### src/rtl/uart_rx_if.sv
// uart_rx_if: tick/serial inputs and byte/status outputs of the UART receiver.
// UART_RX_PARITY_EN adds the ParityError signal.
interface uart_rx_if #(parameter int DATA_BITS = 8);
  logic                 Tick;
  logic                 RxD;
  logic [DATA_BITS-1:0] RxData;
  logic                 RxDone;
  logic                 FrameError;
  logic                 Busy;
`ifdef UART_RX_PARITY_EN
  logic                 ParityError;
  modport master (output Tick, RxD, input RxData, RxDone, FrameError, Busy, ParityError);
  modport slave  (input Tick, RxD, output RxData, RxDone, FrameError, Busy, ParityError);
`else
  modport master (output Tick, RxD, input RxData, RxDone, FrameError, Busy);
  modport slave  (input Tick, RxD, output RxData, RxDone, FrameError, Busy);
`endif
endinterface

### src/rtl/uart_rx.sv
// uart_rx: oversampling 8N1 serial receiver with frame-error flag.
// UART_RX_PARITY_EN switches to 8E1 and adds ParityError.
module uart_rx #(
  parameter int DATA_BITS  = 8,
  parameter int OVERSAMPLE = 16
) (
  input  logic     clk,
  input  logic     reset,
  uart_rx_if.slave bus
);
  localparam int TW = $clog2(OVERSAMPLE);
  localparam int BW = $clog2(DATA_BITS);
  localparam logic [TW-1:0] HALF = TW'(OVERSAMPLE/2 - 1);
  localparam logic [TW-1:0] FULL = TW'(OVERSAMPLE - 1);
  localparam logic [BW-1:0] LAST = BW'(DATA_BITS - 1);
  typedef enum logic [2:0] {S_IDLE, S_START, S_DATA, S_PARITY, S_STOP} state_t;
  state_t               r_state, w_next;
  logic [1:0]           r_sync;
  logic                 r_prev;
  logic [TW-1:0]        r_tick;
  logic [BW-1:0]        r_bit;
  logic [DATA_BITS-1:0] r_shift, r_data;
  logic                 r_done, r_ferr;
  logic                 w_rxs, w_fall, w_half, w_full, w_last;
`ifdef UART_RX_PARITY_EN
  logic                 r_par, r_perr;
`endif
  assign w_rxs  = r_sync[1];
  assign w_fall = r_prev & ~w_rxs;
  assign w_half = bus.Tick && r_tick == HALF;
  assign w_full = bus.Tick && r_tick == FULL;
  assign w_last = w_full && r_bit == LAST;
  always_ff @(posedge clk or posedge reset)
    if (reset) {r_sync, r_prev} <= 3'b111;
    else begin
      r_sync <= {r_sync[0], bus.RxD};
      r_prev <= w_rxs;
    end
  always_ff @(posedge clk or posedge reset)
    if (reset) r_state <= S_IDLE;
    else r_state <= w_next;
  always_comb begin
    w_next = r_state;
    case (r_state)
      S_IDLE:   w_next = w_fall ? S_START : S_IDLE;
      S_START:  w_next = w_half ? (w_rxs ? S_IDLE : S_DATA) : S_START;
`ifdef UART_RX_PARITY_EN
      S_DATA:   w_next = w_last ? S_PARITY : S_DATA;
      S_PARITY: w_next = w_full ? S_STOP : S_PARITY;
`else
      S_DATA:   w_next = w_last ? S_STOP : S_DATA;
`endif
      S_STOP:   w_next = w_full ? S_IDLE : S_STOP;
      default:  w_next = S_IDLE;
    endcase
  end
  // the tick counter is a power-of-two width, so it wraps to 0 on its own every bit period
  always_ff @(posedge clk or posedge reset)
    if (reset) begin
      r_tick  <= '0;
      r_bit   <= '0;
      r_shift <= '0;
      r_data  <= '0;
      r_done  <= 1'b0;
      r_ferr  <= 1'b0;
`ifdef UART_RX_PARITY_EN
      r_par   <= 1'b0;
      r_perr  <= 1'b0;
`endif
    end else begin
      r_done <= 1'b0;
      case (r_state)
        S_START: begin
          r_tick <= w_half ? '0 : r_tick + TW'(bus.Tick);
          r_bit  <= '0;
        end
        S_DATA: begin
          r_tick <= r_tick + TW'(bus.Tick);
          if (w_full) begin
            r_shift <= {w_rxs, r_shift[DATA_BITS-1:1]};
            r_bit   <= r_bit + BW'(1);
          end
        end
`ifdef UART_RX_PARITY_EN
        S_PARITY: begin
          r_tick <= r_tick + TW'(bus.Tick);
          if (w_full) r_par <= w_rxs;
        end
`endif
        S_STOP: begin
          r_tick <= r_tick + TW'(bus.Tick);
          if (w_full) begin
            r_data <= r_shift;
            r_ferr <= ~w_rxs;
            r_done <= 1'b1;
`ifdef UART_RX_PARITY_EN
            r_perr <= ^{r_shift, r_par};
`endif
          end
        end
        default: r_tick <= '0;
      endcase
    end
  always_comb begin
    bus.RxData     = r_data;
    bus.RxDone     = r_done;
    bus.FrameError = r_ferr;
    bus.Busy       = r_state != S_IDLE;
`ifdef UART_RX_PARITY_EN
    bus.ParityError = r_perr;
`endif
  end
endmodule

### src/flat_wrapper.sv
// flat-port wrapper written by rule: the top's interface ports become plain ports
module uart_rx_flat 
#(
  parameter int DATA_BITS  = 8,
  parameter int OVERSAMPLE = 16
)
  (clk, reset, bus_Tick, bus_RxD, bus_RxData, bus_RxDone, bus_FrameError, bus_Busy);
  uart_rx_if #(.DATA_BITS(DATA_BITS)) bus_i ();
  input  logic clk;
  input  logic reset;
  input wire logic [$bits(bus_i.Tick)-1:0] bus_Tick;
  input wire logic [$bits(bus_i.RxD)-1:0] bus_RxD;
  output wire logic [$bits(bus_i.RxData)-1:0] bus_RxData;
  output wire logic [$bits(bus_i.RxDone)-1:0] bus_RxDone;
  output wire logic [$bits(bus_i.FrameError)-1:0] bus_FrameError;
  output wire logic [$bits(bus_i.Busy)-1:0] bus_Busy;
  assign bus_i.Tick = bus_Tick;
  assign bus_i.RxD = bus_RxD;
  assign bus_RxData = bus_i.RxData;
  assign bus_RxDone = bus_i.RxDone;
  assign bus_FrameError = bus_i.FrameError;
  assign bus_Busy = bus_i.Busy;
  uart_rx #(.DATA_BITS(DATA_BITS), .OVERSAMPLE(OVERSAMPLE)) u_core (.clk(clk), .reset(reset), .bus(bus_i));
endmodule
### config.mk
export PLATFORM = sky130hd
export DESIGN_NAME = uart_rx_flat
export DESIGN_NICKNAME = d
export VERILOG_FILES = /design/src/rtl/uart_rx_if.sv /design/src/rtl/uart_rx.sv /design/src/flat_wrapper.sv
export SDC_FILE = /design/constraint.sdc
export NUM_CORES = 1
export LEC_CHECK = 0
export ABC_AREA = 1
export BUFFER_PORTS_ARGS = -buffer_cell sky130_fd_sc_hd__buf_2
export CAP_MARGIN = 20
export CORE_AREA = 2 2 66 68
export CTS_CLUSTER_DIAMETER = 100
export CTS_CLUSTER_SIZE = 20
export DETAILED_ROUTE_END_ITERATION = 7
export DIE_AREA = 0 0 68 70
export HOLD_SLACK_MARGIN = 0.05
export PLACE_DENSITY_LB_ADDON = 0.3
export SETUP_SLACK_MARGIN = 0.1
export SLEW_MARGIN = 40
export SYNTH_ARGS = -nofsm -noshare
export SYNTH_HDL_FRONTEND = slang
export SYNTH_SLANG_ARGS = --single-unit
### constraint.sdc
create_clock -name clk -period 1.9 [get_ports clk]
set_clock_uncertainty 0.2 [all_clocks]
set_input_delay 0.095 -clock clk [delete_from_list [all_inputs] [get_ports clk]]
set_output_delay 0.095 -clock clk [all_outputs]
set_load 0.1 [all_outputs]
==> results of run 1 <==
## where the power goes
part | switching (mW) | total, mW | internal [mW] | leakage, nW
registers | 0.0466 | 0.761 | 0.714 | 0.415
logic | 0.201 | 0.285 | 0.0836 | 0.331
clock network | 0.227 | 0.510 | 0.283 | 0.0470
## stage by stage
stage / utilization (%) / hold slack [ns]
CTS: 38.5 / 0.162
global route: 38.5 / 0.166
floorplan: - / -0.101
finish: 38.5 / 0.159
detailed placement: 35.7 / -0.00258
global placement: 35.7 / -0.0136
## repair_timing
action | CTS | global route
hold endpoints to repair | 34 | 0
resized for setup | 0 | 0
setup endpoints to repair | 0 | 0
hold buffers | 3 | 0
## cell type report
class / instances / area share (%)
clock buffers: 6 / 5.18
repair buffers: 20 / 7.69
multi-input cells: 83 / 29.9
well taps: 52 / 4.08
flip-flops and latches: 31 / 48.9
inverters: 17 / 4.00
clock inverters: 1 / 0.314
## cells by family after synthesis
group / Yosys count
AOI/OAI and AO/OA: 24
xor gates and xnor gates: 2
adders and majority gates: 4
buffers and inverters: 20
DFF: 31
and+or+nand+nor: 53
## worst max-delay path, stage by stage, from the launching register on
cell,delay (ns)
dfrtp_1,0.38
inv_1,0.08
nand2_1,0.08
buf_2,0.43
## state kept, by name, indices dropped and copies added, names as in the netlist
name and flops:
u_core.bus.FrameError 1, u_core.bus.RxData 8, u_core.bus.RxDone 1, u_core.r_bit 3, u_core.r_prev 1, u_core.r_shift 8
u_core.r_state 3, u_core.r_sync 2, u_core.r_tick 4
## worst paths after layout
check                                                    to  slack (ns)  depth (start not counted)
max                                                bus_Busy        0.36                          3
min                              u_core.r_sync[1]$_DFF_PP1_        0.16                          0
max reg2reg                u_core.bus.RxData[4]$_DFFE_PP0P_        0.40                          4
min reg2reg                      u_core.r_sync[1]$_DFF_PP1_        0.16                          0
max in group asynchronous           u_core.r_prev$_DFF_PP1_        0.95                          4
min in group asynchronous     u_core.r_shift[6]$_DFFE_PP0P_        0.23                          4
## cells in the final DEF, fill, tap and decap left out
cell,Yosys,routed
a21boi_0,2,2
nand3_1,5,5
dfstp_2,3,3
nor3_1,1,1
nand2_1,36,36
xor2_1,1,1
o21ai_1,1,1
xnor2_1,1,1
a21oi_1,2,2
inv_1,17,17
nor2_2,2,2
nand2_4,1,1
o21ai_2,15,15
clkinv_2,0,1
buf_2,0,14
ha_1,4,4
nor2_1,6,6
dfrtp_1,28,28
o21ai_0,4,4
clkbuf_8,0,6
nor3_2,1,1
dlygate4sd3_1,0,3
buf_4,0,3
nand2_2,1,1
## routing by layer
metal  part of all wire [%]  GRT usage (%)  vias up  routed length, um
met1                     43           12.5      446                956
met5                      0              0        -                  0
li1                       -              -      464                  -
met4                    2.1           5.33        0                 46
met3                    7.5           7.09        5                167
met2                     47           16.1       24               1060
==> metrics.md, run 1 <==
| Metric | Value |
|---|---|
| Post-synth net total | `~140` |
| Worst path arrival time | `1.24 ns` |
| Pwr dens | `975 nW/um^2` |
| Xor/xnor share of the synthesized area | `1.29%` |
| Global route total overflow | `0` |
| Adder-cell share of the synthesized area | `3.70%` |
| Synth area leader | `dfrtp_1` |
| Final Non-Filler Cells | `210` |
| Core Footprint | `a little over 4000 um^2` |
| Synth area leaders | `dfrtp_1 (52%), nand2_1 (10%), o21ai_2 (9.7%), dfstp_2 (5.8%), inv_1 (4.7%)` |
| Drt first pass iters | `4` |
| Final instance area | `roughly 1600 um^2` |
| Register area share after synthesis | `57.6%` |
| Nets | `166` |
| Worst setup startpoint | `u_core.r_state[2]$_DFF_PP0_` |
| Synth cell count leaders | `nand2_1 (36), dfrtp_1 (28), inv_1 (17)` |
| Placer Congestion | `0.728` |
| Yosys top cell area share | `about half` |
| Number of remaining DRC errors | `0` |
| Initial Util | `approximately a third` |
| Cell Area, Placed | `1480 um^2` |
| Diodes inserted | `0` |
| Post-synth ARST share | `100%` |
| Seq. cell area | `between 700 and 800 um^2` |
| First-pass GRT wire length | `between 3 and 4 mm` |
| Top_reg_cell synth | `dfrtp_1` |
| Synth Register Bits | `31` |
| CP Capture Type | `output port` |
| Startpoint Class | `flop` |
| Synth-to-Final Area Change | `17.8%` |
| # fillers | `419` |
| Mux cell area share after synthesis | `0%` |
| Count leader, synth | `nand2_1` |
| CTS H-tree depth | `2` |
| Cells after synthesis | `134` |
| Clock Tree Buf Depth | `2` |
| # rows | `24` |
| MaxCap Viol Count | `0` |
| Ports | `15` |
| Synth Cell Area | `1350 um^2` |
| Required time of the worst setup path | `1.60 ns` |
| Final period util | `81.0%` |
| Final Hold Viols | `0` |
| Initial antenna violation count | `0` |
| CTS tree | `built` |
| Post-Synth Simple-Gate Area | `between 15 and 20%` |
| Slew margin rel. | `67.6%` |
| Die area | `between 4000 and 5000 um^2` |
| Power, Total | `around 1.6 mW` |
| VDD IR max | `0.000593 V` |
| Clk sink count | `31` |
| Chip width | `68 um` |
| CTS Buf Count | `5` |
| Vias in the first global route | `approximately 910` |
| Largest family of logic cells by synthesized area | `simple AND/OR/NAND/NOR gates` |
| DP HPWL | `1.58 mm` |
| DR vias/cell | `4.47` |
| Hold path start | `u_core.r_sync[0]$_DFF_PP1_` |
| DR vias | `roughly 940` |
| Placed cell count | `200` |
| Setup bufs post-CTS | `0` |
| Final setup vio count | `0` |
| Fin crit period | `1.54 ns` |
| Largest net degree at the start of global routing | `32` |
| Kind of critical path | `reg -> out` |
| TNS Setup | `0 ns` |
| Tot GR Track Use | `between 10% and 20%` |
| RSZ-0062 raised after global routing | `no` |
| LEAKAGE | `0.793 nW` |
| Fraction of layout cells with a size suffix above 1 | `29.7%` |
| Final ANT Viol Nets | `0` |
| Routed wire length | `2.23 mm` |
| Synth Area in Compound Gates | `13.4%` |
| Highest clock rate | `650 MHz` |
| Final Slew Violations | `0` |
| Clock Latency Late Sink | `0.28 ns` |
| Die Y | `approximately 70 um` |
| CTS clk-pin slew, worst paths | `0.06 ns` |
| Setup ws final | `0.362 ns` |
| Yosys cell types | `20` |
| Run status | `finished clean` |
| Place WS | `about 0.39 ns` |
| FF-to-FF Start | `u_core.r_state[0]$_DFF_PP0_` |
| Mean post-synth cell area | `10.1 um^2` |
| Hold WC Path Type | `reg -> reg` |
| Yosys Warn Count | `0` |
| Drt initial violations | `43` |
| IO buf count | `14` |
| Worst slew pin tran | `0.489 ns` |
| Root Buffer | `clkbuf_8` |
| Number of synthesized flops with an enable pin | `0` |
| Crit-path max FO | `3` |
| WL per Instance | `10.6 um` |
| Multi-input gate area | `477 um^2` |
(Power assumes the default switching activity.)
==> run 2: changes to the inputs <==
Clock period 1.9 ns to 1.44 ns, I/O delays scaled along.
==> run 2 against run 1 <==
Against the previous run: the flow now finishes with violations (hold timing); power rose by 61%; flip-flop and latch count unchanged; combinational power rose by 110%; setup slack got worse by 0.33 ns; die area unchanged; non-clock buffer count increased by 8; utilization grew 8.0 points; sequential power increased by 33%; worst hold slack got worse by 0.18 ns; first-iteration DRC count fell by 4.7%; sequential share of layout area shrank 7.7 points; clock power rose by 75%; critical path type is now reg -> reg; largest power group unchanged.
==> metrics.md, run 2 (same netlist as run 1, synthesis figures left out) <==
| Metric | Value |
|---|---|
| Drt initial violations | `~40` |
| Worst path arrival time | `about 1.5 ns` |
| Routed wire length | `about 2.8 mm` |
| CTS Buf Count | `5` |
| Comb power frac | `24.0%` |
| Commonest non-fill, non-tap cell in the layout | `nand2_2` |
| Psw | `0.763 mW` |
| Worst-path cell chain | `inv_2 -> nand2_2 -> nor2_4 -> nand2_4 -> buf_6 -> nand2_4 -> nand2_1 -> nand2_1` |
| Initial Util | `32.7%` |
| Number of remaining DRC errors | `0` |
| Die Y | `70 um` |
| Clock Latency Late Sink | `slightly below 0.3 ns` |
| Initial antenna violation count | `0` |
| Violated checks | `hold timing` |
| Core Footprint | `4140 um^2` |
| Required time of the worst setup path | `1.47 ns` |
| # rows | `24` |
| Flop pwr share | `roughly two fifths` |
| Hold_ws | `-0.0178 ns` |
| Switching part of the total | `30.5%` |
| Placer Congestion | `roughly 0.74` |
| LEAKAGE | `approximately 0.9 nW` |
| Clock Tree Buf Depth | `2` |
| Clock network fraction of total power | `35.6%` |
| Fin crit period | `~1.4 ns` |
| CTS H-tree depth | `2` |
| CP peak stage delay | `around 0.44 ns` |
| CP max-delay cell | `dfrtp_2` |
| Place WS | `-0.0163 ns` |
| Fraction of layout cells with a size suffix above 1 | `65.9%` |
| Global route total overflow | `0` |
| IO buf count | `14` |
| Drt first pass iters | `4` |
| Hold WC Path Type | `in -> reg` |
| Final period util | `98.1%` |
| DR vias/cell | `4.58` |
| Hold Buf Count CTS | `2` |
| Clk sink count | `31` |
| Worst slew pin tran | `0.484 ns` |
| Final Slew Violations | `0` |
| Cell Area, Placed | `1530 um^2` |
| Diodes inserted | `0` |
| Nets | `between 150 and 200` |
| Startpoint Class | `flop` |
| DP HPWL | `1.64 mm` |
| DR vias | `1003` |
| Final setup vio count | `0` |
| CP Capture Type | `flop` |
| Highest clock rate | `708 MHz` |
| Slew margin rel. | `68.0%` |
| Final Hold Viols | `1` |
| Most frequent cells in the layout | `nand2_2 (19), o21ai_2 (16), dfrtp_1 (16), buf_4 (15), nand2_1 (14)` |
| Crit-path max FO | `5` |
| Synth-to-Final Area Change | `42.4%` |
| Largest net degree at the start of global routing | `32` |
| CTS tree | `built` |
| Final instance area | `1930 um^2` |
| Kind of critical path | `reg -> reg` |
| MaxCap Viol Count | `0` |
| Ports | `15` |
| VDD IR max | `0.000886 V` |
| Pwr dens | `between 1000 and 1500 nW/um^2` |
| Vias in the first global route | `1045` |
| Die area | `4760 um^2` |
| TNS Setup | `0 ns` |
| RSZ-0062 raised after global routing | `yes` |
| Run status | `finished with violations` |
| Tot GR Track Use | `roughly an eighth` |
| First-pass GRT wire length | `4.50 mm` |
| WL per Instance | `12.6 um` |
| Chip width | `68 um` |
| Power, Total | `2.50 mW` |
| Root Buffer | `clkbuf_8` |
| CTS clk-pin slew, worst paths | `0.07 ns` |
| Setup ws final | `0.0277 ns` |
| P_int | `around 1.7 mW` |
| Final ANT Viol Nets | `0` |
[run 2: cell types whose count changed in the layout (fill, tap and decap cells not counted), moves of 4 or more]
cell / delta
nand2_4: +4
dfrtp_2: +12
buf_2: -10
buf_4: +12
nor2_1: -5
nand2_2: +18
inv_1: -4
dfrtp_1: -12
nor2_4: +4
nand2_1: -22
[run 2: metal layers]
layer	vias to the layer above	share of wire (%)	GRT usage, %
met5	-	0	0
met4	0	2.1	7.56
met3	7	5.6	6.76
met2	21	52	20.3
met1	488	41	14.0
li1	487	-	-
[run 2: final cells by class]
cell class / instances / area (um^2)
Timing Repair Buffer: 28 / 241
Fill cell: 400 / 2220
Inverter: 17 / 71.3
Multi-Input combinational cell: 83 / 638
Clock inverter: 2 / 35.0
Tap cell: 52 / 65.1
Sequential cell: 31 / 795
Clock buffer: 6 / 82.6
[run 2: worst max-delay path: cells and delay by family, from the launching register on]
kind / cells / cell delay [ns]
and+or+nand+nor: 6 / 0.47
DFF: 1 / 0.44
buffers and inverters: 2 / 0.24
[run 2: power by group through the flow]
stage | registers [mW] | logic [mW] | clock network, mW
after floorplan | 1.00 | 0.315 | 0
after global placement | 1.01 | 0.425 | 0
after detailed placement | 1.02 | 0.442 | 0
after CTS | 0.995 | 0.542 | 0.912
after global routing | 1.02 | 0.656 | 0.960
final | 1.01 | 0.601 | 0.890
[run 2: worst paths after layout]
path                                             start  cells past startpoint                          end  slack, ns
setup / recovery           u_core.r_state[0]$_DFF_PP0_                      8  u_core.r_bit[2]$_DFFE_PP0P_       0.03
hold / removal                                bus_Tick                      3   u_core.r_tick[0]$_DFF_PP0_      -0.02
setup reg to reg           u_core.r_state[0]$_DFF_PP0_                      8  u_core.r_bit[2]$_DFFE_PP0P_       0.03
hold reg to reg             u_core.r_sync[0]$_DFF_PP1_                      0   u_core.r_sync[1]$_DFF_PP1_       0.16
max in group asynchronous                        reset                      4      u_core.r_prev$_DFF_PP1_       0.52
min in group asynchronous                        reset                      4  u_core.r_bit[2]$_DFFE_PP0P_       0.20
[run 2: repair_timing]
item / CTS / global route
hold endpoints to repair: 35 / 1
gates cloned: 2 / 0
pin swaps: 7 / 9
setup endpoints to repair: 33 / 29
buffers inserted: 5 / 1
gates resized for setup: 26 / 47
[run 2: metrics by stage]
stage	util, %	cells	hold slack, ns
2_1_floorplan	-	134	-0.124
3_3_place_gp	36.8	201	-0.0389
3_5_place_dp	36.8	201	-0.0246
4_1_cts	43.0	218	0.00674
5_1_grt	46.5	219	0.0229
6_report	46.5	219	-0.0178
==> run 3: changes to the inputs <==
Settings changed: CORE_AREA 2 2 66 68 to 2 2 59 75, DIE_AREA 0 0 68 70 to 0 0 61 77.
Clock period 1.44 ns to 1.2 ns, I/O delays scaled along.
==> run 3 against run 2 <==
Against the previous run: setup slack worse by 0.23 ns; critical path type unchanged; maximum frequency is 0.49% higher; via count is 3.7% higher; sequential share of layout area is 5.3 points lower; critical path depth is 2 lower; global-route usage is 0.38 points higher; combinational power is 23% higher; the flow finishes with violations (setup timing); power is 8.2% higher; highest routed layer unchanged.
==> metrics.md, run 3 (same netlist as run 1, synthesis figures left out) <==
| Metric | Value |
|---|---|
| Run status | `finished with violations` |
| Violated checks | `setup timing` |
| Startpoint Class | `flop` |
| MaxCap Viol Count | `0` |
| Final Hold Viols | `0` |
| Busiest grt layer | `met2` |
| Hold Path Cell Cnt | `3` |
| # fillers | `365` |
| Nets | `roughly 190` |
| Clock Latency Late Sink | `between 0.2 and 0.3 ns` |
| Required time of the worst setup path | `1.17 ns` |
| Final Slew Violations | `0` |
| Final period util | `117%` |
| Fraction of layout cells with a size suffix above 1 | `roughly two thirds` |
| Chip width | `61 um` |
| CTS Buf Count | `5` |
| Worst-path cell chain | `buf_6 -> nor2_4 -> nand2_4 -> clkbuf_16 -> nand2_4 -> o21ai_2` |
| VDD IR max | `0.000953 V` |
| Most used cell, CP | `nand2_4` |
| Kind of critical path | `reg -> reg` |
| Number of remaining DRC errors | `0` |
| Diodes inserted | `0` |
| GRT met3 Usage | `5.06%` |
| Initial antenna violation count | `0` |
| LEAKAGE | `0.990 nW` |
| Commonest non-fill, non-tap cell in the layout | `o21ai_2` |
| Place WS | `-0.267 ns` |
| CTS H-tree depth | `2` |
| Clk sink count | `31` |
| Worst slew pin tran | `0.246 ns` |
| Reg2Reg Depth | `6` |
| Die area | `between 4000 and 5000 um^2` |
| Clock Tree Buf Depth | `2` |
| Placer Congestion | `just over 0.8` |
| Vias in the first global route | `1122` |
| CTS clk-pin slew, worst paths | `0.06 ns` |
| Core Footprint | `roughly 4000 um^2` |
| Synth-to-Final Area Change | `63.2%` |
| Routed wire length | `around 2.8 mm` |
| WL per Instance | `12.1 um` |
| RSZ-0062 raised after global routing | `yes` |
| Pwr dens | `between 1000 and 1500 nW/um^2` |
| DR vias/cell | `4.44` |
| Hold_ws | `0.0231 ns` |
| Drt first pass iters | `4` |
| Final instance area | `2210 um^2` |
| Ports | `15` |
| CP peak stage delay | `0.45 ns` |
| FF-to-FF Start | `u_core.r_state[2]$_DFF_PP0_` |
| GR Util met1 | `13.7%` |
| Crit-path max FO | `5` |
| Worst path arrival time | `1.37 ns` |
| Largest net degree at the start of global routing | `32` |
| IO buf count | `14` |
| DR vias | `1040` |
| Global route total overflow | `0` |
| Setup ws final | `-0.205 ns` |
| Highest clock rate | `712 MHz` |
| Met2 usage | `about a quarter` |
| Initial Util | `33.8%` |
| First-pass GRT wire length | `between 4 and 5 mm` |
| Final ANT Viol Nets | `0` |
| Drt initial violations | `22` |
| # rows | `26` |
| Tot GR Track Use | `between 10% and 20%` |
| Root Buffer | `clkbuf_8` |
| WHS Endpoint | `u_core.r_tick[0]$_DFF_PP0_` |
| Cell Area, Placed | `1830 um^2` |
| Fin crit period | `1.41 ns` |
| Worst R2R End | `u_core.r_shift[1]$_DFFE_PP0P_` |
| CP Capture Type | `flop` |
| Die Y | `77 um` |
| Hold WC Path Type | `in -> reg` |
| Hold path start | `bus_Tick` |
| Final setup vio count | `29` |
| Reg2Reg Setup Slack | `-0.21 ns` |
| CTS tree | `built` |
| Slew margin rel. | `83.4%` |
| CP max-delay cell | `dfrtp_2` |
| Most frequent cells in the layout | `o21ai_2 (17), dfrtp_1 (16), nand2_2 (14), buf_12 (14), nand2_1 (13)` |
| DP HPWL | `1.75 mm` |
run 3: cell types whose count changed in the layout (fill, tap and decap cells not counted), sizes merged:
cell	delta
buf	+11
bufinv	-1
clkbuf	+1
run 3: critical path: cells and delay by family (launching register included):
family | cells | cell delay (ns)
compound gates | 1 | 0.05
flops | 1 | 0.45
buf+inv | 2 | 0.31
simple gates | 3 | 0.28
run 3: routing by layer:
layer,wire length (um),share of wire [%]
met1,990,35
met5,0,0
met4,51,1.8
met3,94,3.3
met2,1700,60
run 3: timing repair:
item / 4_1_cts / 5_1_grt
pin swaps: 4 / 8
cloned: 0 / 2
buffers inserted: 3 / 5
gates resized for setup: 18 / 32
endpoints found under the setup margin: 39 / 39
hold endpoints to repair: 32 / 0
hold buffers: 2 / 0
run 3: area by class of cell:
class	count	area, um^2	share of cell area [%]
Sequential cell	31	795	36.0
Clock buffer	7	76.3	3.45
Timing Repair Buffer	39	523	23.7
Clock inverter	1	5.00	0.227
Multi-Input combinational cell	83	677	30.6
Inverter	17	63.8	2.89
Tap cell	56	70.1	3.17
run 3: how the worst max path moves through the flow:
stage / from / to / slack (ns) / depth (start not counted)
2_1_floorplan: u_core.r_state[0]$_DFF_PP0_ / u_core.bus.RxData[3]$_DFFE_PP0P_ / -0.14 / 5
3_3_place_gp: u_core.r_state[1]$_DFF_PP0_ / u_core.r_tick[0]$_DFF_PP0_ / -0.18 / 3
3_5_place_dp: u_core.r_state[1]$_DFF_PP0_ / u_core.r_tick[0]$_DFF_PP0_ / -0.27 / 3
4_1_cts: u_core.r_state[0]$_DFF_PP0_ / u_core.r_bit[0]$_DFFE_PP0P_ / -0.17 / 8
5_1_grt: u_core.r_state[0]$_DFF_PP0_ / u_core.r_bit[2]$_DFFE_PP0P_ / -0.26 / 7
6_report: u_core.r_state[2]$_DFF_PP0_ / u_core.r_shift[1]$_DFFE_PP0P_ / -0.21 / 6
run 3: where the power goes:
part           internal (mW)  switching [mW]  total, mW
Combinational          0.304           0.436      0.741
Clock                  0.406           0.362      0.768
Sequential              1.13          0.0674       1.20
Total                   1.84           0.866       2.71
run 3: through the flow:
step                setup TNS, ns  power, mW  utilization, %  std cells
floorplan                   -2.24       1.61               -        134
global placement            -3.82       1.81            45.7        214
detailed placement          -4.96       1.84            45.7        214
CTS                         -4.00       2.65            49.9        227
global route                -6.15       2.87            55.2        234
finish                      -4.38       2.71            55.2        234
